[src/rtl/aes_pkg.sv]
// Shared types and helpers for the AES round sequencer and its datapath controls.
package aes_pkg;

  typedef logic [7:0]  aes_byte;
  typedef logic [31:0] aes_32;

  // Encodings 5..7 are undefined and are flagged as illegal when accepted.
  typedef enum logic [2:0] {
    OP_NOOP            = 3'd0,
    OP_AESENC          = 3'd1,
    OP_AESENCLAST      = 3'd2,
    OP_AESKEYGENASSIST = 3'd3,
    OP_AESENCFULL      = 3'd4
  } opcode;

  typedef enum logic [1:0] {
    ST_IDLE   = 2'd0,
    ST_SBOX   = 2'd1,
    ST_ROUND  = 2'd2,
    ST_FINISH = 2'd3
  } seq_state_e;

  localparam aes_byte RCON_INIT = 8'h01;

  function automatic int nr_of(input int key_bits);
    return (key_bits == 256) ? 14 : 10;
  endfunction

  // GF(2^8) doubling: 80 wraps to 1B.
  function automatic aes_byte rcon_next(input aes_byte rc);
    return rc[7] ? ({rc[6:0], 1'b0} ^ 8'h1B) : {rc[6:0], 1'b0};
  endfunction

  function automatic logic is_legal_op(input opcode op);
    logic legal;
    case (op)
      OP_AESENC, OP_AESENCLAST, OP_AESKEYGENASSIST, OP_AESENCFULL: legal = 1'b1;
      default:                                                     legal = 1'b0;
    endcase
    return legal;
  endfunction

endpackage

[src/rtl/aes_rcon_gen.sv]
// Round-constant register: reload to 01, advance by xtime, otherwise hold.
module aes_rcon_gen
  import aes_pkg::*;
(
  input  logic    clk,
  input  logic    rst,
  input  logic    reload,
  input  logic    advance,
  output aes_byte rcon
);

  always_ff @(posedge clk) begin
    if (rst || reload) begin
      rcon <= RCON_INIT;
    end else if (advance) begin
      rcon <= rcon_next(rcon);
    end
  end

endmodule

[src/rtl/aes_round_seq.sv]
// Sequencer driving the aes_enc / S_box / key_gen datapath for single-round ops
// and full AES-128/AES-256 encryption.
module aes_round_seq
  import aes_pkg::*;
#(
  parameter int KEY_BITS = 128
) (
  input  logic        clk,
  input  logic        rst,
  input  logic        start_i,
  input  opcode       opcode_i,
  input  logic        abort_i,
  output logic        ready_o,
  output logic        busy_o,
  output logic        err_o,
  output logic        full_enc_o,
  output logic        zero_rnd_o,
  output logic        key_sel_o,
  output logic        final_rnd_o,
  output logic        en_rnd_o,
  output logic        key_sub_o,
  output logic        en_key_o,
  output logic        gen_key_o,
  output logic        next_rnd_o,
  output logic        key_rot_o,
  output logic        cipher_ready_o,
  output logic        key_ready_o,
  output logic [3:0]  rnd_num_o,
  output aes_32       r_con_o,
  output logic [1:0]  state_o
);

  localparam int         NR     = nr_of(KEY_BITS);
  localparam logic [3:0] NR_V   = NR[3:0];
  localparam bit         IS_256 = (KEY_BITS == 256);

  if (KEY_BITS != 128 && KEY_BITS != 256) begin : g_bad_key_bits
    $error("aes_round_seq: KEY_BITS must be 128 or 256");
  end

  seq_state_e state_q, state_d;
  opcode      op_q;
  logic [3:0] rnd_q;
  logic       err_q;
  logic       accept;
  logic       rot_now;
  logic       rcon_reload;
  logic       rcon_advance;
  aes_byte    rcon;

  // Handshake: ready_o is high in IDLE/FINISH unless abort_i is asserted; a
  // request is taken on any clock edge where start_i and ready_o are both high,
  // and opcode_i is captured on that same edge.
  assign ready_o = ((state_q == ST_IDLE) || (state_q == ST_FINISH)) && !abort_i;
  assign accept  = start_i && ready_o;

  assign rot_now = IS_256 ? ~rnd_q[0] : 1'b1;

  always_ff @(posedge clk) begin
    if (rst) begin
      state_q <= ST_IDLE;
      op_q    <= OP_NOOP;
      err_q   <= 1'b0;
    end else begin
      state_q <= state_d;
      err_q   <= accept && !is_legal_op(opcode_i);
      if (accept) begin
        op_q <= opcode_i;
      end
    end
  end

  always_comb begin
    state_d = state_q;
    if (abort_i) begin
      state_d = ST_IDLE;
    end else begin
      case (state_q)
        ST_IDLE, ST_FINISH: begin
          state_d = ST_IDLE;
          if (accept) begin
            case (opcode_i)
              OP_AESENC, OP_AESENCLAST, OP_AESENCFULL: state_d = ST_SBOX;
              OP_AESKEYGENASSIST:                      state_d = ST_ROUND;
              default:                                 state_d = ST_IDLE;
            endcase
          end
        end
        ST_SBOX:  state_d = ST_ROUND;
        ST_ROUND: state_d = (op_q == OP_AESENCFULL && rnd_q < NR_V) ? ST_SBOX : ST_FINISH;
        default:  state_d = ST_IDLE;
      endcase
    end
  end

  // The round counter only moves during a full cipher; every path back to IDLE clears it.
  always_ff @(posedge clk) begin
    if (rst) begin
      rnd_q <= 4'd0;
    end else if (accept || state_d == ST_IDLE) begin
      rnd_q <= 4'd0;
    end else if (state_q == ST_SBOX && op_q == OP_AESENCFULL && rnd_q < NR_V) begin
      rnd_q <= rnd_q + 4'd1;
    end
  end

  always_comb begin
    busy_o         = 1'b0;
    full_enc_o     = 1'b0;
    zero_rnd_o     = 1'b0;
    key_sel_o      = 1'b0;
    final_rnd_o    = 1'b0;
    en_rnd_o       = 1'b1;
    key_sub_o      = 1'b0;
    en_key_o       = 1'b1;
    gen_key_o      = 1'b0;
    next_rnd_o     = 1'b0;
    key_rot_o      = 1'b0;
    cipher_ready_o = 1'b0;
    key_ready_o    = 1'b0;
    case (state_q)
      ST_SBOX: begin
        busy_o = 1'b1;
        if (op_q == OP_AESENCFULL) begin
          key_sub_o  = 1'b1;
          gen_key_o  = 1'b1;
          zero_rnd_o = (rnd_q == 4'd0);
          key_sel_o  = (rnd_q == 4'd0);
        end else begin
          en_key_o = 1'b0;
        end
      end
      ST_ROUND: begin
        busy_o = 1'b1;
        case (op_q)
          OP_AESENC: begin
            full_enc_o = 1'b1;
            zero_rnd_o = 1'b1;
            key_sel_o  = 1'b1;
          end
          OP_AESENCLAST: begin
            final_rnd_o = 1'b1;
            zero_rnd_o  = 1'b1;
          end
          OP_AESKEYGENASSIST: begin
            key_sub_o = 1'b1;
            en_rnd_o  = 1'b0;
            key_rot_o = 1'b1;
          end
          OP_AESENCFULL: begin
            next_rnd_o  = 1'b1;
            key_sub_o   = 1'b1;
            final_rnd_o = (rnd_q == NR_V);
            full_enc_o  = (rnd_q != NR_V);
            key_rot_o   = rot_now;
          end
          default: ;
        endcase
      end
      ST_FINISH: begin
        if (op_q == OP_AESKEYGENASSIST) begin
          key_ready_o = 1'b1;
        end else begin
          cipher_ready_o = 1'b1;
        end
      end
      default: ;
    endcase
  end

  // Rcon is not advanced past the last round so FINISH still shows the last value used.
  assign rcon_reload  = accept || (state_d == ST_IDLE);
  assign rcon_advance = (state_q == ST_ROUND) && (op_q == OP_AESENCFULL) && rot_now &&
                        (rnd_q < NR_V);

  aes_rcon_gen u_rcon (
    .clk     (clk),
    .rst     (rst),
    .reload  (rcon_reload),
    .advance (rcon_advance),
    .rcon    (rcon)
  );

  assign err_o     = err_q;
  assign rnd_num_o = rnd_q;
  assign r_con_o   = {rcon, 24'h00_0000};
  assign state_o   = state_q;

endmodule

[config.mk]
export PLATFORM = sky130hd
export DESIGN_NAME = aes_round_seq
export DESIGN_NICKNAME = d
export VERILOG_FILES = /design/src/rtl/aes_pkg.sv /design/src/rtl/aes_rcon_gen.sv /design/src/rtl/aes_round_seq.sv
export SDC_FILE = /design/constraint.sdc
export NUM_CORES = 1
export LEC_CHECK = 0
export BUFFER_PORTS_ARGS = -buffer_cell sky130_fd_sc_hd__buf_2
export CELL_PAD_IN_SITES_DETAIL_PLACEMENT = 0
export CELL_PAD_IN_SITES_GLOBAL_PLACEMENT = 2
export CORE_MARGIN = 3
export CORE_UTILIZATION = 25
export CTS_BUF_LIST = sky130_fd_sc_hd__clkbuf_8
export CTS_CLUSTER_SIZE = 28
export DETAILED_ROUTE_END_ITERATION = 7
export PLACE_DENSITY = 0.76
export SLEW_MARGIN = 20
export SYNTH_ARGS = -nofsm -noshare
export SYNTH_HDL_FRONTEND = slang
export SYNTH_SLANG_ARGS = --single-unit
[constraint.sdc]
create_clock -name clk -period 2.3 [get_ports clk]
set_input_delay 0.46 -clock clk [delete_from_list [all_inputs] [get_ports clk]]
set_output_delay 0.46 -clock clk [all_outputs]
set_load 0.03 [all_outputs]
==> impl_metrics.ini, run 1 <==
[synthesis]
yosys-top-cells-area = dfxtp_1 29%, buf_4 15%, ha_1 6.1%, a21oi_1 5.3%, o21ai_0 4.5%
synthCells = 148
synth_fa_ha_area_share_pct = 6.12
yosysTopAreaCellShare_pct = 29.4
synth_cell_types = 35
synth_compound_area_share_pct = 17.6
yosysTopAreaCell = dfxtp_1
synth_area_per_cell_um2 = 8.29
netlist_area_um2 = 1230
synth-simple-area-share_pct = 18.9
ys_ff_latch = 18
synth_top_family_by_area = buffers and inverters
synth-edff-count = 0
synth-xor-area-share_pct = 4.28
yosysSeqAreaShare_pct = 29.4
yosys_warnings = 0
synthMuxAreaShare_pct = 3.36
synth_top_flop_cell = dfxtp_1
synthArstFlopShare_pct = 0

[floorplan]
initial_core_util_pct = 27.1
placementRows = 24
die_x_um = 76.1
die_height_um = 76.1
io_pins = 60
die-area_um2 = 5790
core_um2 = 4530

[sta]
max-slew-margin-rel_pct = 39.0
fin_hold_ws_ns = 0.405
fmax_ghz = 0.452
fin_setup_tns_ns = 0
finalCriticalPeriod_ns = 2.21
fin_crit_sh_pct = 96.2
hold_viol_final = 0
fin_worst_skew_ns = 0.000999
setup_violations = 0
slew_viol_final = 0
tightest_slew_ns = 0.911

[layout]
fillers = 495
antenna_cells = 0
stdcell_area_um2 = 1470
area_growth_syn_to_layout_pct = 19.4
seq_area_um2 = 360
layout.nets = 198
drive_gt1_share_pct = 26.6
multi_input_area_um2 = 737
final_util_pct = 32.3

[drt]
drtIter0Drc = 46
via_per_inst = 4.27
vias = 1063
drc = 0
wl_per_cell_um = 11.2
drt-total-wl_um = 2780
dr.pass1.iters = 3
ant_nets = 0

[pwr]
total_power_mw = 0.682
seqPwrFrac_pct = 47.5
swShare_pct = 28.1
p_leak_nw = 0.636
peakVddDrop_v = 0.000149
p_clk_share_pct = 37.2
power.switching_mw = 0.191
combPwrFrac_pct = 15.4
power.density_nw_per_um2 = 465
intPower_mw = 0.490

[critical_path]
reg2reg_from = state_o[0]
worstPathArrival_ns = 1.75
ff2ff_setup_slack_ns = 0.56
r2r-end = u_rcon.rcon[3]
start_kind = register
reg2regPathDepth = 5
crit_required_ns = 1.84
crit_type = reg -> out
crit_fanout = 8
crit_path_end_kind = primary output

[worst_hold_path]
hold_class = in -> reg
min_path_cells = 2
min_from = abort_i
holdPathEnd = state_o[1]

[clock_tree]
cts.clk_slew.worst_paths_ns = 0.07
cts_tree = done
root_buffer = clkbuf_8
clk_latency_ns = 0.25
max-clock-path-buffers = 2
cts_max_level = 1
cts-buffers-inserted = 3
cts.sinks = 18

[placement]
place.gp.congestion = 0.798
placement.io_buffers = 35
dp_hpwl_um = 2230
postPlaceCellArea_um2 = 1390

[grt]
grt_pass1_wl_um = 4690
antenna_found_initial = 0
grt_overflow = 0
grt_max_degree = 13
grt_usage_pct = 9.45
grt_pass1_vias = 999

[run_status]
status = finished clean

[job]
cap_violations = 0
## worst max-delay path by stage
stage,startpoint,to,slack [ns],cells past startpoint
final,op_q[2],key_sub_o,0.09,4
after global routing,op_q[2],key_sub_o,-0.0005,4
after CTS,state_o[0],zero_rnd_o,0.05,6
after detailed placement,state_o[0],zero_rnd_o,0.34,6
after global placement,state_o[0],key_sel_o,0.37,6
after floorplan,state_o[0],key_sel_o,-0.08,5
## power groups by stage
stage,registers [mW],clock network (mW),logic (mW)
after CTS,0.323,0.265,0.102
after global placement,0.330,0,0.102
final,0.324,0.253,0.105
after global routing,0.324,0.275,0.111
after detailed placement,0.330,0,0.102
after floorplan,0.328,0,0.117
## stage by stage
| stage | worst slack (ns) | cells |
|---|---|---|
| 5_1_grt | -0.000502 | 249 |
| 6_report | 0.0864 | 249 |
| 4_1_cts | 0.0469 | 249 |
| 2_1_floorplan | -0.0759 | 171 |
| 3_3_place_gp | 0.369 | 245 |
| 3_5_place_dp | 0.337 | 245 |
## cells by family after synthesis
group	count (synthesis)
AOI/OAI and AO/OA	36
xor gates and xnor gates	6
adders and majority gates	6
buffers and inverters	38
DFF	18
muxes	4
other	1
and+or+nand+nor	39
## cell usage after synthesis (2+ instances only)
cell type  count
mux2i_1        3
buf_4         25
xnor2_1        4
o31ai_1        2
a21oi_1       13
nor2_1         9
nand3_1       10
nand2_1        6
o21ai_0       11
buf_2          2
inv_1          9
xor2_1         2
a311oi_1       4
dfxtp_1       18
o211ai_1       2
ha_1           6
nand3b_1       4
## per-layer routing
layer / part of all wire, % / track usage, %
met1: 44 / 11.7
met2: 49 / 16.5
met3: 6.3 / 1.65
met4: 0.97 / 3.26
met5: 0 / 0
## flip-flops by register name, indices dropped and copies added, names as in the netlist
| name | count |
|---|---|
| u_rcon.rcon | 8 |
| rnd_num_o | 4 |
| op_q | 3 |
| state_o | 2 |
| err_o | 1 |
## area by class of cell
type	count	share of cell area, %
Inverter	9	2.31
Timing Repair Buffer	38	13.5
Sequential cell	18	24.6
Clock buffer	4	3.76
Tap cell	65	5.55
Multi-Input combinational cell	115	50.3
## cells in the final DEF (no fill, tap or decap), drive strengths merged, types with 3 or more instances in the layout
cell	synthesis	final
ha	6	6
nand2	6	6
clkbuf	1	4
nand3	10	10
inv	9	9
buf	28	38
mux2i	3	3
nor2	9	9
conb	1	24
nand3b	4	4
dfxtp	18	18
xnor2	4	4
a311oi	4	4
o21ai	11	11
a21oi	13	13
## worst max-delay path, stage by stage, from the launching register on
cell and delay (ns):
dfxtp_1 0.53, or3b_1 0.45, o21bai_1 0.20, a21oi_2 0.13
buf_2 0.20
## repair_timing
item | 4_1_cts | 5_1_grt
hold buffers | 0 | 0
setup endpoints to repair | 0 | 3
gates resized for setup | 0 | 3
hold endpoints to repair | 0 | 0
setup buffers | 0 | 0
No activity file was read; power rests on OpenSTA's default activity.
==> run 2: changes to the inputs <==
- ABC_AREA: default -> 1
- CORE_UTILIZATION: 25 -> 24
- PLACE_DENSITY: 0.76 -> 0.77
==> impl_metrics.ini, run 2 <==
[sta]
finalCriticalPeriod_ns = 2.12
fin_crit_sh_pct = 92.2
fin_worst_skew_ns = 0.00276
fmax_ghz = 0.472
setup_violations = 0
rsz0062_at_grt = false
hold_viol_final = 0
slew_viol_final = 0
fin_setup_tns_ns = 0

[critical_path]
crit_type = reg -> out
worstPathArrival_ns = 1.66
crit_fanout = 4
crit_path_end_kind = primary output
crit_required_ns = 1.84
start_kind = register

[synthesis]
yosysTopAreaCell = dfxtp_1
ys_ff_latch = 18
synthCells = 180
synth-edff-count = 0
yosys_warnings = 0
netlist_area_um2 = 1260
yosysSeqAreaShare_pct = 28.6
yosysTopAreaCellShare_pct = 28.6
synth.most_common_cell = nand2_1
yosys-top-cells-area = dfxtp_1 29%, buf_4 14%, nand2_1 11%, inv_1 8.3%, ha_1 6.0%
synthTopCellsByCount = 36 x nand2_1, 28 x inv_1, 24 x buf_4, 18 x dfxtp_1, 13 x nor2_1
synth_cell_types = 27
synth_area_per_cell_um2 = 7.01
synth_top_flop_cell = dfxtp_1
synthArstFlopShare_pct = 0

[floorplan]
core_um2 = 4910
initial_core_util_pct = 25.7
die-area_um2 = 6160
io_pins = 60
die_height_um = 78.5
die_x_um = 78.5
placementRows = 25

[drt]
vias = 1071
via_per_inst = 3.78
wl_per_cell_um = 9.91
drtIter0Drc = 29
dr.pass1.iters = 4
drc = 0
drt-total-wl_um = 2810
ant_nets = 0

[clock_tree]
cts.clk_slew.worst_paths_ns = 0.07
clk_latency_ns = 0.25
cts_resized = 0
root_buffer = clkbuf_8
hold_buffers = 0
cts_max_level = 1
cts.sinks = 18
cts_tree = done
max-clock-path-buffers = 2
cts-buffers-inserted = 3
postCtsSetupBuffers = 0

[layout]
area_growth_syn_to_layout_pct = 17.1
regMostFlops = u_rcon.rcon
final_util_pct = 30.1
layout_commonest_cell = nand2_1
final_cell_mix = 36 x nand2_1, 35 x buf_2, 28 x inv_1
final_cells = 283
layout.nets = 230
stdcell_area_um2 = 1480
largest_reg_flops = 8
drive_gt1_share_pct = 29.6
antenna_cells = 0

[pwr]
p_leak_nw = 0.739
peakVddDrop_v = 0.000183
power.density_nw_per_um2 = 459
total_power_mw = 0.678

[grt]
antenna_found_initial = 0
grt_pass1_vias = 985
grt_usage_pct = 9.26
grt_overflow = 0
grt_pass1_wl_um = 4580
grt_max_degree = 13

[placement]
dp_hpwl_um = 2310
dp.cells = 279
place.gp.congestion = 0.745
postPlaceCellArea_um2 = 1420
placement.io_buffers = 35

[worst_hold_path]
hold_class = in -> reg

[job]
cap_violations = 0

[run_status]
status = finished clean
==> run 2: kinds of logic after synthesis <==
kind of cell	after synthesis	synth area share, %
AOI/OAI and AO/OA	15	6.94
xor gates and xnor gates	5	3.47
adders and majority gates	6	5.95
buffers and inverters	58	25.7
DFF	18	28.6
other	1	0.297
and+or+nand+nor	77	29.1
==> run 2: final timing paths <==
| check | start | endpoint | slack [ns] | cells past startpoint |
|---|---|---|---|---|
| worst max register to register | state_o[0] | u_rcon.rcon[1] | 0.41 | 12 |
| worst min register to register | op_q[0] | op_q[0] | 0.54 | 2 |
| worst max-delay path | state_o[1] | zero_rnd_o | 0.18 | 7 |
| worst min-delay path | rst | err_o | 0.44 | 2 |
==> run 2: per-stage QoR <==
| step | setup slack (ns) | hold slack (ns) |
|---|---|---|
| after floorplan | 0.0748 | 0.490 |
| after global placement | 0.428 | 0.545 |
| after detailed placement | 0.410 | 0.522 |
| after CTS | 0.157 | 0.434 |
| after global routing | 0.0289 | 0.454 |
| final | 0.180 | 0.444 |
==> run 2: area by class of cell <==
type | instances | area, um2
Tap cell | 67 | 83.8
Sequential cell | 18 | 360
Inverter | 32 | 121
Timing Repair Buffer | 35 | 175
Clock buffer | 4 | 55.1
Multi-Input combinational cell | 127 | 681
Fill cell | 584 | 3430
==> run 2: worst max-delay path: stages, from the launching register on <==
cell	delay, ns
dfxtp_1	0.36
inv_1	0.07
ha_1	0.18
inv_1	0.07
nor2_2	0.20
nand3_1	0.16
a31oi_2	0.15
buf_2	0.22
==> run 2: routing by layer <==
| layer | global-route usage [%] | wire length (um) | share of wire [%] | vias to the layer above |
|---|---|---|---|---|
| li1 | - | - | - | 569 |
| met1 | 12.6 | 1360 | 49 | 451 |
| met2 | 14.3 | 1180 | 42 | 46 |
| met3 | 1.83 | 222 | 7.9 | 5 |
| met4 | 3.67 | 39 | 1.4 | 0 |
| met5 | 0 | 0 | 0 | - |
==> run 2: where the power goes <==
group	switching, mW	internal, mW	total, mW	leakage [nW]
combinational	0.0870	0.0167	0.104	0.564
clock	0.101	0.152	0.253	0.0288
sequential	0.00480	0.316	0.321	0.146
total	0.193	0.485	0.678	0.739
==> run 3: changes to the inputs <==
- CORE_UTILIZATION: 24 -> 22
- PLACE_DENSITY: 0.77 -> 0.74
- clock period: 2.3 -> 1.92 ns (I/O delays scaled with it)
==> impl_metrics.ini, run 3 (synthesized netlist as in run 2, its figures left out) <==
[run_status]
status = finished clean

[grt]
use_met2_pct = 14.4
grt_pass1_vias = 1040
busiest_layer = met2
grt_usage_pct = 9.35
grtUsageMet3_pct = 2.30
grt_max_degree = 13
grt_pass1_wl_um = 4850
grtUsageMet1_pct = 12.6
grt_overflow = 0
antenna_found_initial = 0

[floorplan]
placementRows = 26
die_height_um = 81.7
core_um2 = 5340
io_pins = 60
initial_core_util_pct = 23.6
die-area_um2 = 6680
die_x_um = 81.7

[critical_path]
crit_path_end_kind = primary output
reg2regPathDepth = 12
crit_type = reg -> out
r2r-end = rnd_num_o[0]
worstPathArrival_ns = 1.46
ff2ff_setup_slack_ns = 0.22
reg2reg_from = state_o[0]
crit_fanout = 3
crit_required_ns = 1.54
start_kind = register

[worst_hold_path]
min_path_cells = 2
min_from = rst
hold_class = in -> reg
holdPathEnd = op_q[2]

[drt]
drtIter0Drc = 54
via_per_inst = 3.73
ant_nets = 0
vias = 1084
drc = 0
wl_per_cell_um = 10.2
dr.pass1.iters = 4
drt-total-wl_um = 2950

[clock_tree]
cts.clk_slew.worst_paths_ns = 0.07
hold_buffers = 0
cts_tree = done
clk_latency_ns = 0.26
cts_max_level = 1
cts.sinks = 18
root_buffer = clkbuf_8
max-clock-path-buffers = 2
cts-buffers-inserted = 3

[placement]
dp_hpwl_um = 2430
place.gp.congestion = 0.747
dp_worst_setup_slack_ns = 0.110
placement.io_buffers = 35

[sta]
finalWorstSetupSlack_ns = 0.0760
hold_viol_final = 0
fin_crit_sh_pct = 96.0
setup_violations = 0
fmax_ghz = 0.542
fin_worst_skew_ns = 0.00367
slew_viol_final = 0
finalCriticalPeriod_ns = 1.84

[layout]
fillers = 623
layout_commonest_cell = nand2_1
antenna_cells = 0
final_util_pct = 30.2
area_growth_syn_to_layout_pct = 27.9
final_cell_mix = 35 x nand2_1, 31 x buf_2, 25 x inv_1
layout.nets = 235
largest_reg_flops = 8
regMostFlops = u_rcon.rcon
drive_gt1_share_pct = 36.2

[pwr]
p_leak_nw = 0.773
peakVddDrop_v = 0.000219
power.density_nw_per_um2 = 513

[job]
cap_violations = 0
## run 3: cell types whose count changed in the layout (fill, tap and decap cells not counted), sizes merged
cell,delta
buf,+5
## run 3: routing by layer
metal  up-vias  routed length, um
met5         -                  0
met4         0                 14
met3         2                212
met2        38               1300
met1       467               1420
li1        577                  -
## run 3: critical path: stages (launching register included)
cell and delay (ns):
dfxtp_4 0.37, inv_2 0.06, ha_4 0.13, inv_2 0.05, nor2_4 0.14, nand3_4 0.11, a31oi_4 0.20, buf_6 0.15
## run 3: how the worst max path moves through the flow
stage                     slack [ns]       start            to  cells past startpoint
after CTS                      0.002  state_o[0]     key_sub_o                      9
after floorplan                 0.04  state_o[0]  rnd_num_o[3]                     13
after global placement          0.10  state_o[1]    zero_rnd_o                      7
after detailed placement        0.11  state_o[1]    zero_rnd_o                      7
after global routing          -0.003  state_o[0]     key_sub_o                      9
final                           0.08  state_o[1]    zero_rnd_o                      7
## run 3: layout make-up
| class | count | area (um2) | area share [%] |
|---|---|---|---|
| inverters | 32 | 121 | 7.53 |
| flip-flops and latches | 18 | 369 | 22.9 |
| clock buffers | 4 | 55.1 | 3.41 |
| multi-input cells | 127 | 753 | 46.7 |
| well taps | 70 | 87.6 | 5.43 |
| repair buffers | 40 | 226 | 14.0 |
## run 3: where the power goes
part	internal (mW)	switching, mW
registers	0.377	0.00657
clock network	0.182	0.131
logic	0.0236	0.107
total	0.583	0.245
## run 3: metrics by stage
step / power (mW) / std cells / area [um2] / TNS, ns / hold WS (ns)
after global placement: 0.520 / 283 / 1470 / 0 / 0.534
after floorplan: 0.533 / 203 / 1410 / 0 / 0.461
after global routing: 0.870 / 291 / 1610 / -0.00263 / 0.382
final: 0.828 / 291 / 1610 / 0 / 0.359
after detailed placement: 0.520 / 283 / 1470 / 0 / 0.535
after CTS: 0.836 / 289 / 1570 / 0 / 0.363
## run 3: repair_timing
action | CTS | global route
gates resized for setup | 7 | 12
endpoints found under the setup margin | 2 | 4
hold endpoints to repair | 0 | 0
pin swaps | 2 | 4
buffers inserted | 2 | 2
